===== src/rtl/uart_line_editor.sv =====
// uart_line_editor: echoes typed characters with backspace editing, then replays the finished line on CR.
module uart_line_editor #(
  parameter int LINE_W = 5
) (
  input  logic              clk,
  input  logic              reset_n,
  input  logic              rx_empty,
  input  logic [7:0]        r_data,
  output logic              rd_uart,
  input  logic              tx_full,
  output logic              wr_uart,
  output logic [7:0]        w_data,
  output logic              line_done,
  output logic [LINE_W:0]   line_len,
  output logic              busy
);
  typedef enum logic [2:0] {IDLE, DECODE, EMIT, REPLAY, DONE} state_t;
  localparam logic [LINE_W:0] FULL = {1'b1, {LINE_W{1'b0}}};
  state_t            state;
  logic [7:0]        line_buf [2**LINE_W];
  logic [7:0]        data;
  logic [LINE_W:0]   count;
  logic [LINE_W+1:0] ri;
  logic [LINE_W+1:0] cnt_x;
  logic [2:0][7:0]   q;
  logic [1:0]        qi;
  logic [1:0]        qn;
  logic              cr;
  logic              printable;
  logic              erase;
  logic              store;
  assign printable = data >= 8'h20 && data <= 8'h7e;
  assign erase     = data == 8'h08 || data == 8'h7f;
  assign store     = state == DECODE && printable && count != FULL;
  assign cnt_x     = {1'b0, count};
  assign rd_uart   = reset_n && state == IDLE && !rx_empty;
  assign wr_uart   = (state == EMIT || state == REPLAY) && !tx_full;
  assign line_done = state == DONE;
  assign busy      = state != IDLE;
  // Replay walks the buffer then appends CR LF once the index passes count.
  assign w_data = state == EMIT   ? q[qi] :
                  state == REPLAY ? (ri < cnt_x ? line_buf[ri[LINE_W-1:0]] : ri == cnt_x ? 8'h0d : 8'h0a) :
                  8'h00;
  always_ff @(posedge clk)
    if (store) line_buf[count[LINE_W-1:0]] <= data;
  always_ff @(posedge clk or negedge reset_n)
    if (!reset_n) begin
      state    <= IDLE;
      data     <= 8'h00;
      count    <= '0;
      line_len <= '0;
      ri       <= '0;
      q        <= '0;
      qi       <= 2'd0;
      qn       <= 2'd0;
      cr       <= 1'b0;
    end else begin
      case (state)
        IDLE: if (!rx_empty) begin
          data  <= r_data;
          state <= DECODE;
        end
        DECODE: begin
          qi    <= 2'd0;
          cr    <= 1'b0;
          state <= EMIT;
          if (printable) begin
            q  <= {16'h0, count != FULL ? data : 8'h07};
            qn <= 2'd1;
            if (count != FULL) count <= count + 1'b1;
          end else if (erase) begin
            q  <= count != 0 ? {8'h08, 8'h20, 8'h08} : {16'h0, 8'h07};
            qn <= count != 0 ? 2'd3 : 2'd1;
            if (count != 0) count <= count - 1'b1;
          end else if (data == 8'h0d) begin
            q  <= {8'h00, 8'h0a, 8'h0d};
            qn <= 2'd2;
            cr <= 1'b1;
          end else state <= IDLE;
        end
        EMIT: if (!tx_full) begin
          qi <= qi + 2'd1;
          if (qi == qn - 2'd1) begin
            state <= cr ? REPLAY : IDLE;
            ri    <= '0;
          end
        end
        REPLAY: if (!tx_full) begin
          ri <= ri + 1'b1;
          if (ri == cnt_x + 1'b1) begin
            line_len <= count;
            state    <= DONE;
          end
        end
        DONE: begin
          count <= '0;
          state <= IDLE;
        end
        default: state <= IDLE;
      endcase
    end
endmodule


===== config.mk =====
export PLATFORM = sky130hd
export DESIGN_NAME = uart_line_editor
export DESIGN_NICKNAME = d
export VERILOG_FILES = /design/src/rtl/uart_line_editor.sv
export SDC_FILE = /design/constraint.sdc
export NUM_CORES = 1
export LEC_CHECK = 0
export BUFFER_PORTS_ARGS = -buffer_cell sky130_fd_sc_hd__clkbuf_2
export CAP_MARGIN = 20
export CORE_UTILIZATION = 41
export DETAILED_ROUTE_END_ITERATION = 8
export PLACE_DENSITY_LB_ADDON = 0.15
export SYNTH_ARGS = -nofsm -noshare
export SYNTH_HDL_FRONTEND = slang
export SYNTH_SLANG_ARGS = --single-unit

===== constraint.sdc =====
create_clock -name clk -period 3.78 [get_ports clk]
set_input_delay 0.756 -clock clk [delete_from_list [all_inputs] [get_ports clk]]
set_output_delay 0.756 -clock clk [all_outputs]
set_load 0.01 [all_outputs]

==> Word-level counts from Yosys, hierarchy flattened <==
Memories as Yosys holds them, arrays and structs flattened.
Cells that the tools add are included.
{ "totals": {"ff_bits": 59, "mem_bits_rw": 256, "inputBits": 12, "output_inout_bits": 18, "word_cells": 108, "n_memories": 1} }
{ "mem_list": {"columns": ["memory", "depth", "word_bits", "rd", "rd_ports_with_merged_regs", "wr", "line", "text"], "rows": [
  ["line_buf", 32, 8, 1, 0, 1, "20", "logic [7:0] line_buf [2**LINE_W];"]
]} }
{ "op_classes": {"add_sub_neg": 6, "n_lt_le_gt_ge": 4, "n_eq_ne": 19, "muxes": 41, "bitwise_logic": 2, "reduce_logical": 24} }
{ "ops": {"columns": ["operator", "n"], "rows": [
  ["24-bit 2-to-1 mux", 3],
  ["8-bit 2-to-1 mux", 5],
  ["6-bit 2-to-1 mux", 4],
  ["7-bit 2-to-1 mux", 3],
  ["20-bit 2-to-1 mux", 1],
  ["2-bit 2-to-1 mux", 9],
  ["3-bit 2-to-1 mux", 6],
  ["8-bit binary-select mux with 2-bit select", 1],
  ["8-bit by 4-bit == test with 1-bit output (second input constant)", 2],
  ["7-bit one-hot mux with 2 select lines", 1],
  ["3-bit one-hot mux with 4 select lines", 1],
  ["6-bit one-hot mux with 2 select lines", 1],
  ["8-bit by 7-bit == test with 1-bit output (second input constant)", 1],
  ["8-bit by 6-bit >= comparator with 1-bit output (second input constant)", 1],
  ["8-bit by 7-bit <= comparator with 1-bit output (second input constant)", 1],
  ["4-bit AND reduction", 2],
  ["6-bit by 1-bit adder with 7-bit output (second input constant)", 1],
  ["7-bit by 1-bit adder with 7-bit output (second input constant)", 1],
  ["7-bit by 6-bit == test with 1-bit output", 1],
  ["7-bit == test", 1],
  ["7-bit by 6-bit < comparator with 1-bit output", 1],
  ["6-bit by 1-bit adder with 6-bit output (second input constant)", 1],
  ["3-bit by 2-bit == test with 1-bit output (second input constant)", 2],
  ["1-bit logical AND", 6],
  ["other kinds (24)", 40]
]} }

==> Logic depth before layout (Yosys ltp) <==
Gate-level depths: netlist of run 1.
{ "depth": {"depth_word": 6, "mapped_depth": 11} }

==> Worst setup path before layout of run 1 <==
OpenSTA, ideal clock, no wires.
{ "synth_path": {"kind": "reg-to-output", "start": "register ri[0]", "end": "output port w_data[0]", "arrival_ns": 2.484, "path_slack_ns": 0.540, "stages_incl_launch_ff": 12, "n_path_buf": 3, "cell_sequence": "dfrtp_1 -> clkbuf_1 -> buf_2 -> buf_2 -> inv_1 -> ha_1 -> nand3b_1 -> a21oi_1 -> a2111oi_2 -> nor2_1 -> or2_2 -> o21ai_0"} }
{ "synth_between": {"elab_chain_cells": 5, "elab_cells_between_ends": 7, "classes_between": "order compare: 1; eq/ne: 1; mux: 4; memory: 1"} }
{ "synth_rtl": {"columns": ["item", "line", "text"], "rows": [
  ["start, declared", "23", "logic [LINE_W+1:0] ri;"],
  ["start signal, assigned", "89", "ri <= ri + 1'b1;"],
  ["parallel branches: the longest is 2 deep, another holds memory 32 x 8 bit", null, null],
  ["8-bit 2-to-1 mux (*) (2 in a row)", "42", "state == REPLAY ? (ri < cnt_x ? line_buf[ri[LINE_W-1:0]] : ri == cnt_x ? 8'h0d : 8'h0a) :"],
  ["8-bit 2-to-1 mux (*)", "41", "assign w_data = state == EMIT ? q[qi] :"],
  ["end, declared", "12", "output logic [7:0] w_data,"]
]} }
Every way passes the cells marked *.

==> Final worst setup path of run 1 <==
{ "layout_path": {"start": "register ri[0]", "end": "output port w_data[3]"} }
{ "layout_between": {"elab_chain_cells": 4, "elab_cells_between_ends": 5, "classes_between": "order compare: 1; mux: 3; memory: 1"} }
{ "layout_rtl": {"columns": ["item", "line"], "rows": [
  ["memory 32 x 8 bit or 7-bit by 6-bit < comparator with 1-bit output (tied branches)", null],
  ["8-bit 2-to-1 mux (*) (2 in a row)", "42"],
  ["8-bit 2-to-1 mux (*)", "41"]
]} }
Every way passes the cells marked *; elsewhere a longest branch is shown, timed or not.

==> results_dict.tcl, run 1 <==
set metrics [dict create \
    outcome "finished, final reports clean" \
    pwr-share-seq_pct 36.5 \
    fill_cells 2519 \
    final_util_pct 49.5 \
    pwr-share-comb_pct 35.5 \
    finalHoldViolCount 0 \
    r2r_end "line_buf[12][1]$_DFFE_PP_" \
    dpl-instance-area_um2 13700 \
    finalSetupViolations 0 \
    worst-path-max-fanout 5 \
    cts_sinks 301 \
    first_global_vias 7386 \
    clkTransAtPathRegs_ns 0.06 \
    initial_core_util_pct 41.7 \
    start_kind "register" \
    row_count 64 \
    synthCells 757 \
    numPortBuffers 29 \
    cp.arrival_ns 2.90 \
    worstSetupPathType "reg2out" \
    synth_nets 785 \
    drive_gt1_share_pct 29.9 \
    ff_latch_area_um2 8820 \
    timing.final.crit_share_pct 96.7 \
    core_area_um2 30500 \
    seq_area_frac_synth_pct 69.3 \
    dieArea_um2 31700 \
    worstMarginPinSlew_ns 0.844 \
    die_x_um 178 \
    finalNonFillerCells 1282 \
    timing.fmax_ghz 0.273 \
    synth-edff-count 256 \
    fin_skew_ns 0.0174 \
    power_density_nw_per_um2 825 \
    ys_ff_latch 301 \
    clock_path_buffers 3 \
    nNetsFinal 892 \
    root_buffer "clkbuf_16" \
    area_growth_pct 18.8 \
    pwr-share-clk_pct 28.0 \
    intPower_w 0.00829 \
    gp_congestion 0.837 \
    hold_class "in2async" \
    routed_via_density 5.65 \
    drt-total-wl_um 30800 \
    syn_area_um2 12700 \
    overflow 0 \
    drv_slew 0 \
    tritoncts "yes" \
    antenna_left 0 \
    hold_buffers 0 \
    p_sw_share_pct 33.4 \
    gr-usage-all-layers_pct 20.1 \
    syn_avg_cell_area_um2 16.8 \
    fin_total_pwr_w 0.0125 \
    cap_viol_max_count 0 \
    dp_hpwl_um 20100 \
    fin_area_um2 15100 \
    endpoint "w_data[3]" \
    p_sw_w 0.00416 \
    synth-async-reset-ratio_pct 15.0 \
    grt_max_degree 46 \
    max-slew-margin-rel_pct 43.5 \
    antenna_cells 0 \
    wl_per_cell_um 24.0 \
    yosysUniqueCellTypes 59 \
    firstDrtPassIters 5 \
    layout.cells.most_common "edfxtp_1" \
    p_leak_nw 5.28 \
    grt_pass1_wl_um 46400 \
    ir_worst_vdd_mv 0.469 \
    rr_worst_depth 6 \
    dominantRegCellSynth "edfxtp_1" \
    vias 7247 \
    tns_ns 0 \
    cts_buffers 34 \
    r2r_slack_ns 0.74 \
    drtIter0Drc 560 \
    cp-startpoint "ri[0]$_DFFE_PN0P_" \
    cp_data_required_time_ns 3.02 \
    multi_input_area_um2 3740 \
    critPathCaptureType "output pin" \
    synth.yosys.warnings 0 \
    placed_cells 1212 \
    clock_latency_ns 0.52 \
    die_h_um 178 \
    htreeDepth 2 \
    io_pins 30 \
    antenna_found_initial 0 \
    timing.rr.start "state[0]$_DFFE_PN0P_" \
    drc 0 \
    layout_common_cells "edfxtp_1, buf_4, mux4_2" \
    layout_min_cycle_time_ns 3.66 \
]
## repair_timing
item / 4_1_cts / 5_1_grt
setup endpoints to repair: 8 / 7
gates resized for setup: 6 / 14
gates cloned: 0 / 0
pin swaps: 0 / 3
buffers inserted: 5 / 7
## per-stage QoR
step                      setup slack [ns]  hold slack [ns]
after global placement               0.247            0.469
final                                0.124            0.450
after CTS                           0.0183            0.458
after floorplan                      0.540            0.444
after global routing              -0.00289            0.479
after detailed placement             0.198            0.474
## sequential cells by signal, indices dropped and copies added, names as in the netlist
register / flops
count: 6
line_buf: 256
cr: 1
qn: 2
ri: 7
q: 10
data: 8
line_len: 6
state: 3
qi: 2
## how the worst min path moves through the flow
stage / endpoint / slack, ns / start
global placement: q[0]$_DFFE_PN0P_ / 0.47 / q[0]$_DFFE_PN0P_
finish: count[0]$_DFFE_PN0P_ / 0.45 / reset_n
floorplan: cr$_DFFE_PN0P_ / 0.44 / cr$_DFFE_PN0P_
global route: count[0]$_DFFE_PN0P_ / 0.48 / reset_n
detailed placement: q[0]$_DFFE_PN0P_ / 0.47 / q[0]$_DFFE_PN0P_
CTS: count[0]$_DFFE_PN0P_ / 0.46 / reset_n
## logic make-up after synthesis
family / synth area share (%)
xor gates and xnor gates: 0.758
DFF: 69.3
and+or+nand+nor: 6.27
adders and majority gates: 1.63
buffers and inverters: 1.77
AOI/OAI and AO/OA: 6.02
muxes: 14.2
## layer usage
layer | vias up | wire (µm) | track usage (%)
li1 | 3213 | - | -
met1 | 3815 | 13800 | 27.8
met2 | 169 | 14900 | 33.1
met3 | 50 | 1260 | 2.51
met4 | 0 | 908 | 6.27
met5 | - | 0 | 0
## critical path, stage by stage (launching register included)
cell and delay (ns):
dfrtp_4 0.42, buf_4 0.22, buf_4 0.16, buf_4 0.13, mux4_2 0.49, mux2i_1 0.26
o211ai_1 0.12, a21oi_1 0.33, nor3_1 0.10, clkbuf_2 0.14
## power groups by stage
stage	Clock (W)	Combinational, W	Sequential, W
floorplan	0	0.00260	0.00472
global placement	0	0.00406	0.00467
detailed placement	0	0.00415	0.00469
CTS	0.00355	0.00429	0.00459
global route	0.00368	0.00482	0.00458
finish	0.00348	0.00442	0.00455
## cell usage after synthesis, types with 3 or more instances
| cell | count | area, µm² |
|---|---|---|
| nor2b_1 | 9 | 56.3 |
| buf_1 | 3 | 11.3 |
| clkbuf_1 | 21 | 78.8 |
| xor2_1 | 3 | 26.3 |
| a22o_1 | 7 | 61.3 |
| mux4_2 | 64 | 1440 |
| o22ai_1 | 3 | 18.8 |
| o21ai_0 | 26 | 130 |
| dfrtp_1 | 45 | 1130 |
| nand2_1 | 41 | 154 |
| a211oi_1 | 4 | 30.0 |
| edfxtp_1 | 256 | 7690 |
| o221ai_1 | 3 | 26.3 |
| mux2i_1 | 15 | 150 |
| nand3_1 | 19 | 95.1 |
| nand4_1 | 3 | 18.8 |
| nand4b_1 | 3 | 26.3 |
| nor2_1 | 55 | 206 |
| a21oi_1 | 19 | 95.1 |
| ha_1 | 15 | 188 |
| a31oi_1 | 3 | 18.8 |
| a221o_1 | 5 | 50.1 |
| or2_2 | 4 | 25.0 |
| a21o_1 | 7 | 52.6 |
| or4_1 | 3 | 22.5 |
| nor3_1 | 10 | 50.1 |
| nand2b_1 | 3 | 18.8 |
| inv_1 | 15 | 56.3 |
| mux2_2 | 19 | 214 |
| buf_2 | 11 | 55.1 |
| a22oi_1 | 18 | 135 |
| xnor2_1 | 8 | 70.1 |
| and2_1 | 4 | 25.0 |
| or3_1 | 3 | 18.8 |
## layout make-up
type,instances,share of cell area (%)
Timing Repair Buffer,109,5.26
Tap cell,396,3.28
Clock inverter,14,1.72
Clock buffer,44,6.09
Sequential cell,301,58.4
Multi-Input combinational cell,402,24.8
Inverter,16,0.398
(Power assumes the default switching activity.)
==> run 2: changes to the inputs <==
--- a/config.mk
+++ b/config.mk
@@ -8,7 +8,9 @@
 export BUFFER_PORTS_ARGS = -buffer_cell sky130_fd_sc_hd__clkbuf_2
 export CAP_MARGIN = 20
 export CORE_UTILIZATION = 41
+export CTS_CLUSTER_DIAMETER = 80
 export DETAILED_ROUTE_END_ITERATION = 8
+export MAX_ROUTING_LAYER = met4
 export PLACE_DENSITY_LB_ADDON = 0.15
 export SYNTH_ARGS = -nofsm -noshare
 export SYNTH_HDL_FRONTEND = slang
==> run 2 against run 1 <==
Net effect:
- sequential cell count unchanged
- setup slack is essentially flat
- critical endpoint is now w_data[2]
- routed wire length hardly changed
- sequential power about the same
- sequential share of layout area shrank 0.13 points
==> results_dict.tcl, run 2 (synthesized netlist as in run 1, its figures left out) <==
set metrics [dict create \
    outcome "finished, final reports clean" \
    ir_worst_vdd_mv 0.469 \
    pwr-share-comb_pct 34.6 \
    timing.fmax_ghz 0.274 \
    cp.arrival_ns 2.90 \
    tritoncts "yes" \
    firstDrtPassIters 7 \
    r2r_end "line_buf[13][4]$_DFFE_PP_" \
    cap_viol_max_count 0 \
    area_growth_pct 19.0 \
    worstSetupPathType "reg2out" \
    fill_cells 2507 \
    finalNonFillerCells 1280 \
    hold_class "in2async" \
    vias 7200 \
    rsz0062_at_grt "yes" \
    antenna_cells 0 \
    dp_hpwl_um 20100 \
    critPathCaptureType "output pin" \
    core_area_um2 30500 \
    cts_sinks 301 \
    timing.rr.start "state[0]$_DFFE_PN0P_" \
    fin_total_pwr_w 0.0126 \
    placed_cells 1212 \
    finalHoldViolCount 0 \
    clock_path_buffers 3 \
    pwr-share-clk_pct 28.9 \
    p_sw_share_pct 33.1 \
    die_x_um 178 \
    layout_min_cycle_time_ns 3.66 \
    rr_worst_depth 6 \
    r2r_slack_ns 0.74 \
    timing.final.crit_share_pct 96.7 \
    row_count 64 \
    antenna_found_initial 0 \
    worst-path-max-fanout 14 \
    nNetsFinal 890 \
    wl_per_cell_um 24.1 \
    finalSetupViolations 0 \
    dieArea_um2 31700 \
    largest_register_ff_count 256 \
    die_h_um 178 \
    io_pins 30 \
    first_global_vias 7357 \
    max-slew-margin-rel_pct 42.1 \
    clkTransAtPathRegs_ns 0.06 \
    routed_via_density 5.63 \
    intPower_w 0.00841 \
    root_buffer "clkbuf_16" \
    initial_core_util_pct 41.7 \
    layout.cells.most_common "edfxtp_1" \
    numPortBuffers 29 \
    hold_buffers 0 \
    drt-total-wl_um 30800 \
    start_kind "register" \
    cts_buffers 34 \
    power_density_nw_per_um2 831 \
    drive_gt1_share_pct 29.6 \
    cp_data_required_time_ns 3.02 \
    grt_pass1_wl_um 46500 \
    layout_common_cells "edfxtp_1, buf_4, mux4_2" \
    gp_congestion 0.852 \
    htreeDepth 2 \
    clock_latency_ns 0.52 \
    p_leak_nw 5.30 \
    antenna_left 0 \
    gr-usage-all-layers_pct 20.8 \
    worstMarginPinSlew_ns 0.866 \
    overflow 0 \
    drv_slew 0 \
    pwr-share-seq_pct 36.5 \
    fin_skew_ns 0.0181 \
    drc 0 \
    p_sw_w 0.00416 \
    grt_max_degree 46 \
    drtIter0Drc 536 \
]
[run 2: cell count changes in the layout (fill, tap and decap cells not counted), sizes merged]
| cell | previous run | this run |
|---|---|---|
| buf | 80 | 78 |
| bufinv | 7 | 9 |
| clkbuf | 73 | 72 |
| clkinv | 6 | 5 |
[run 2: worst max path at each step]
stage | startpoint | endpoint | slack [ns] | depth (start not counted)
CTS | count[1]$_DFFE_PN0P_ | w_data[6] | 0.02 | 11
global placement | count[1]$_DFFE_PN0P_ | w_data[4] | 0.25 | 10
global route | count[2]$_DFFE_PN0P_ | w_data[6] | -0.01 | 11
detailed placement | count[1]$_DFFE_PN0P_ | w_data[4] | 0.20 | 10
floorplan | ri[0]$_DFFE_PN0P_ | w_data[0] | 0.54 | 11
finish | ri[0]$_DFFE_PN0P_ | w_data[2] | 0.12 | 7
[run 2: power by group through the flow]
stage | sequential, W | combinational [W] | clock (W)
after floorplan | 0.00472 | 0.00260 | 0
after global placement | 0.00467 | 0.00406 | 0
after detailed placement | 0.00469 | 0.00415 | 0
after CTS | 0.00459 | 0.00429 | 0.00369
after global routing | 0.00462 | 0.00475 | 0.00382
final | 0.00458 | 0.00435 | 0.00363
[run 2: per-layer routing]
layer | share of wire [%] | global-route usage (%) | wire length (µm) | up-vias
li1 | - | - | - | 3207
met1 | 44 | 28.0 | 13700 | 3744
met2 | 48 | 33.1 | 14800 | 201
met3 | 4.1 | 2.58 | 1270 | 48
met4 | 3.2 | 6.30 | 981 | 0
met5 | 0 | - | 0 | -
[run 2: cell type report]
| class | instances | area [µm²] | share of cell area, % |
|---|---|---|---|
| clock buffers | 43 | 916 | 6.05 |
| clock inverters | 15 | 315 | 2.08 |
| inverters | 16 | 60.1 | 0.397 |
| flip-flops and latches | 301 | 8820 | 58.3 |
| well taps | 396 | 495 | 3.28 |
| multi-input cells | 402 | 3740 | 24.7 |
| repair buffers | 107 | 779 | 5.15 |
[run 2: timing repair]
action / in CTS / in global routing
cloned: 0 / 0
gates resized for setup: 6 / 10
setup endpoints to repair: 8 / 7
setup buffers: 5 / 5
[run 2: per-stage QoR]
step	TNS (ns)	util [%]	area (µm²)	setup WS, ns	hold slack (ns)
2_1_floorplan	0	-	12700	0.540	0.444
3_3_place_gp	0	45.1	13700	0.247	0.469
3_5_place_dp	0	45.1	13700	0.198	0.474
4_1_cts	0	49.3	15000	0.0180	0.461
5_1_grt	-0.0330	49.6	15100	-0.0139	0.479
6_report	0	49.6	15100	0.124	0.448
[run 2: critical path, cell delays in order, from the launching register on]
cell	delay, ns
dfrtp_4	0.59
buf_12	0.22
mux4_2	0.52
a211oi_1	0.29
a211oi_1	0.14
a211oi_2	0.31
o21ai_0	0.16
clkbuf_2	0.16
==> run 3: changes to the inputs <==
--- a/config.mk
+++ b/config.mk
@@ -7,6 +7,8 @@
 export LEC_CHECK = 0
 export BUFFER_PORTS_ARGS = -buffer_cell sky130_fd_sc_hd__clkbuf_2
 export CAP_MARGIN = 20
+export CELL_PAD_IN_SITES_DETAIL_PLACEMENT = 0
+export CELL_PAD_IN_SITES_GLOBAL_PLACEMENT = 1
 export CORE_UTILIZATION = 41
 export CTS_CLUSTER_DIAMETER = 80
 export DETAILED_ROUTE_END_ITERATION = 8
==> run 3 against run 2 <==
Net effect:
- power down 4.4%
- critical path type unchanged
- largest cell class unchanged
- final cell count down 1.4%
- maximum frequency down 0.71%
- cell area down 2.8%
- combinational power up 4%
- sequential power down 2%
==> results_dict.tcl, run 3 (synthesized netlist as in run 1, its figures left out) <==
set metrics [dict create \
    die_x_um 178 \
    timing.fmax_ghz 0.272 \
    layout_min_cycle_time_ns 3.68 \
    dpl-instance-area_um2 13600 \
    cp_data_required_time_ns 3.02 \
    power_density_nw_per_um2 817 \
    timing.final.crit_share_pct 97.4 \
    cap_viol_max_count 0 \
    overflow 0 \
    p_sw_w 0.00422 \
    numPortBuffers 29 \
    p_sw_share_pct 35.2 \
    largest_register_ff_count 256 \
    drv_slew 0 \
    htreeDepth 2 \
    fin_total_pwr_w 0.0120 \
    cts_buffers 34 \
    drtIter0Drc 690 \
    finalNonFillerCells 1262 \
    worst-path-max-fanout 12 \
    gr-usage-all-layers_pct 21.5 \
    clock_latency_ns 0.50 \
    finalSetupViolations 0 \
    dieArea_um2 31700 \
    final_util_pct 48.2 \
    tritoncts "yes" \
    layout_common_cells "edfxtp_1, mux4_2, nor2_1, buf_4, dfrtp_1" \
    die_h_um 178 \
    antenna_found_initial 0 \
    antenna_left 0 \
    pwr-share-clk_pct 24.7 \
    clock_path_buffers 3 \
    drive_gt1_share_pct 26.9 \
    pwr-share-seq_pct 37.6 \
    hold_class "in2async" \
    outcome "finished, final reports clean" \
    ir_worst_vdd_mv 0.334 \
    r2r_end "line_len[3]$_DFFE_PN0P_" \
    cts_sinks 301 \
    wl_per_cell_um 25.1 \
    rr_worst_depth 8 \
    root_buffer "clkbuf_16" \
    firstDrtPassIters 6 \
    fin_area_um2 14700 \
    placed_cells 1196 \
    grt_max_degree 64 \
    whs_ns 0.406 \
    area_growth_pct 15.7 \
    core_area_um2 30500 \
    antenna_cells 0 \
    grt_pass1_wl_um 47300 \
    row_count 64 \
    clkTransAtPathRegs_ns 0.06 \
    drt-total-wl_um 31600 \
    start_kind "register" \
    nNetsFinal 870 \
    vias 7125 \
    routed_via_density 5.65 \
    io_pins 30 \
    worstMarginPinSlew_ns 0.884 \
    gp_congestion 0.829 \
    p_leak_nw 5.08 \
    drc 0 \
    fin_skew_ns 0.0171 \
    critPathCaptureType "output pin" \
    intPower_w 0.00779 \
    finalHoldViolCount 0 \
    initial_core_util_pct 41.7 \
    dp_hpwl_um 21100 \
    max-slew-margin-rel_pct 40.8 \
    timing.rr.start "count[0]$_DFFE_PN0P_" \
    pwr-share-comb_pct 37.7 \
    layout.cells.most_common "edfxtp_1" \
    first_global_vias 7260 \
    cp.arrival_ns 2.93 \
    worstSetupPathType "reg2out" \
    r2r_slack_ns 0.85 \
]
[run 3: cell count changes in the layout (fill, tap and decap cells not counted), sizes merged]
cell,before,now
clkbuf,72,73
bufinv,9,0
clkinv,5,15
buf,78,58
[run 3: area by class of cell]
type / instances / area, µm²
inverter: 16 / 60.1
timing repair buffer: 87 / 609
clock buffer: 44 / 920
clock inverter: 16 / 77.6
multi-input combinational: 402 / 3730
fill: 2562 / 15800
tap: 396 / 495
sequential: 301 / 8820
[run 3: what timing repair did]
item,CTS,global route
hold buffers,0,0
gates resized for setup,4,7
endpoints found under the setup margin,4,5
pin swaps,0,1
buffers inserted,3,3
[run 3: worst max-delay path by stage]
stage | end | from | slack, ns
2_1_floorplan | w_data[0] | ri[0]$_DFFE_PN0P_ | 0.54
3_3_place_gp | w_data[0] | ri[0]$_DFFE_PN0P_ | 0.32
3_5_place_dp | w_data[0] | ri[0]$_DFFE_PN0P_ | 0.32
4_1_cts | w_data[1] | count[1]$_DFFE_PN0P_ | 0.02
5_1_grt | w_data[2] | count[5]$_DFFE_PN0P_ | -0.05
6_report | w_data[6] | ri[0]$_DFFE_PN0P_ | 0.1
[run 3: per-stage QoR]
stage                     setup WS, ns  TNS [ns]
final                           0.0978         0
after CTS                       0.0227         0
after detailed placement         0.323         0
after global placement           0.323         0
after floorplan                  0.540         0
after global routing           -0.0507   -0.0507
[run 3: power by group through the flow]
stage	Clock (W)	Sequential [W]	Combinational (W)
global placement	0	0.00459	0.00434
CTS	0.00303	0.00452	0.00450
detailed placement	0	0.00460	0.00441
floorplan	0	0.00472	0.00260
global route	0.00317	0.00454	0.00493
finish	0.00297	0.00451	0.00453
[run 3: metal layers]
layer	up-vias	track usage (%)	share of wire (%)
met3	51	4.05	5.8
met5	-	-	0
met1	3697	28.0	43
li1	3183	-	-
met4	0	5.09	1.8
met2	194	34.8	50
[run 3: worst max-delay path: stages (launching register included)]
cell and delay (ns):
dfrtp_4 0.57, buf_4 0.29, mux4_2 0.53, a22oi_1 0.46, a21oi_1 0.16, a221o_1 0.28
clkbuf_2 0.13
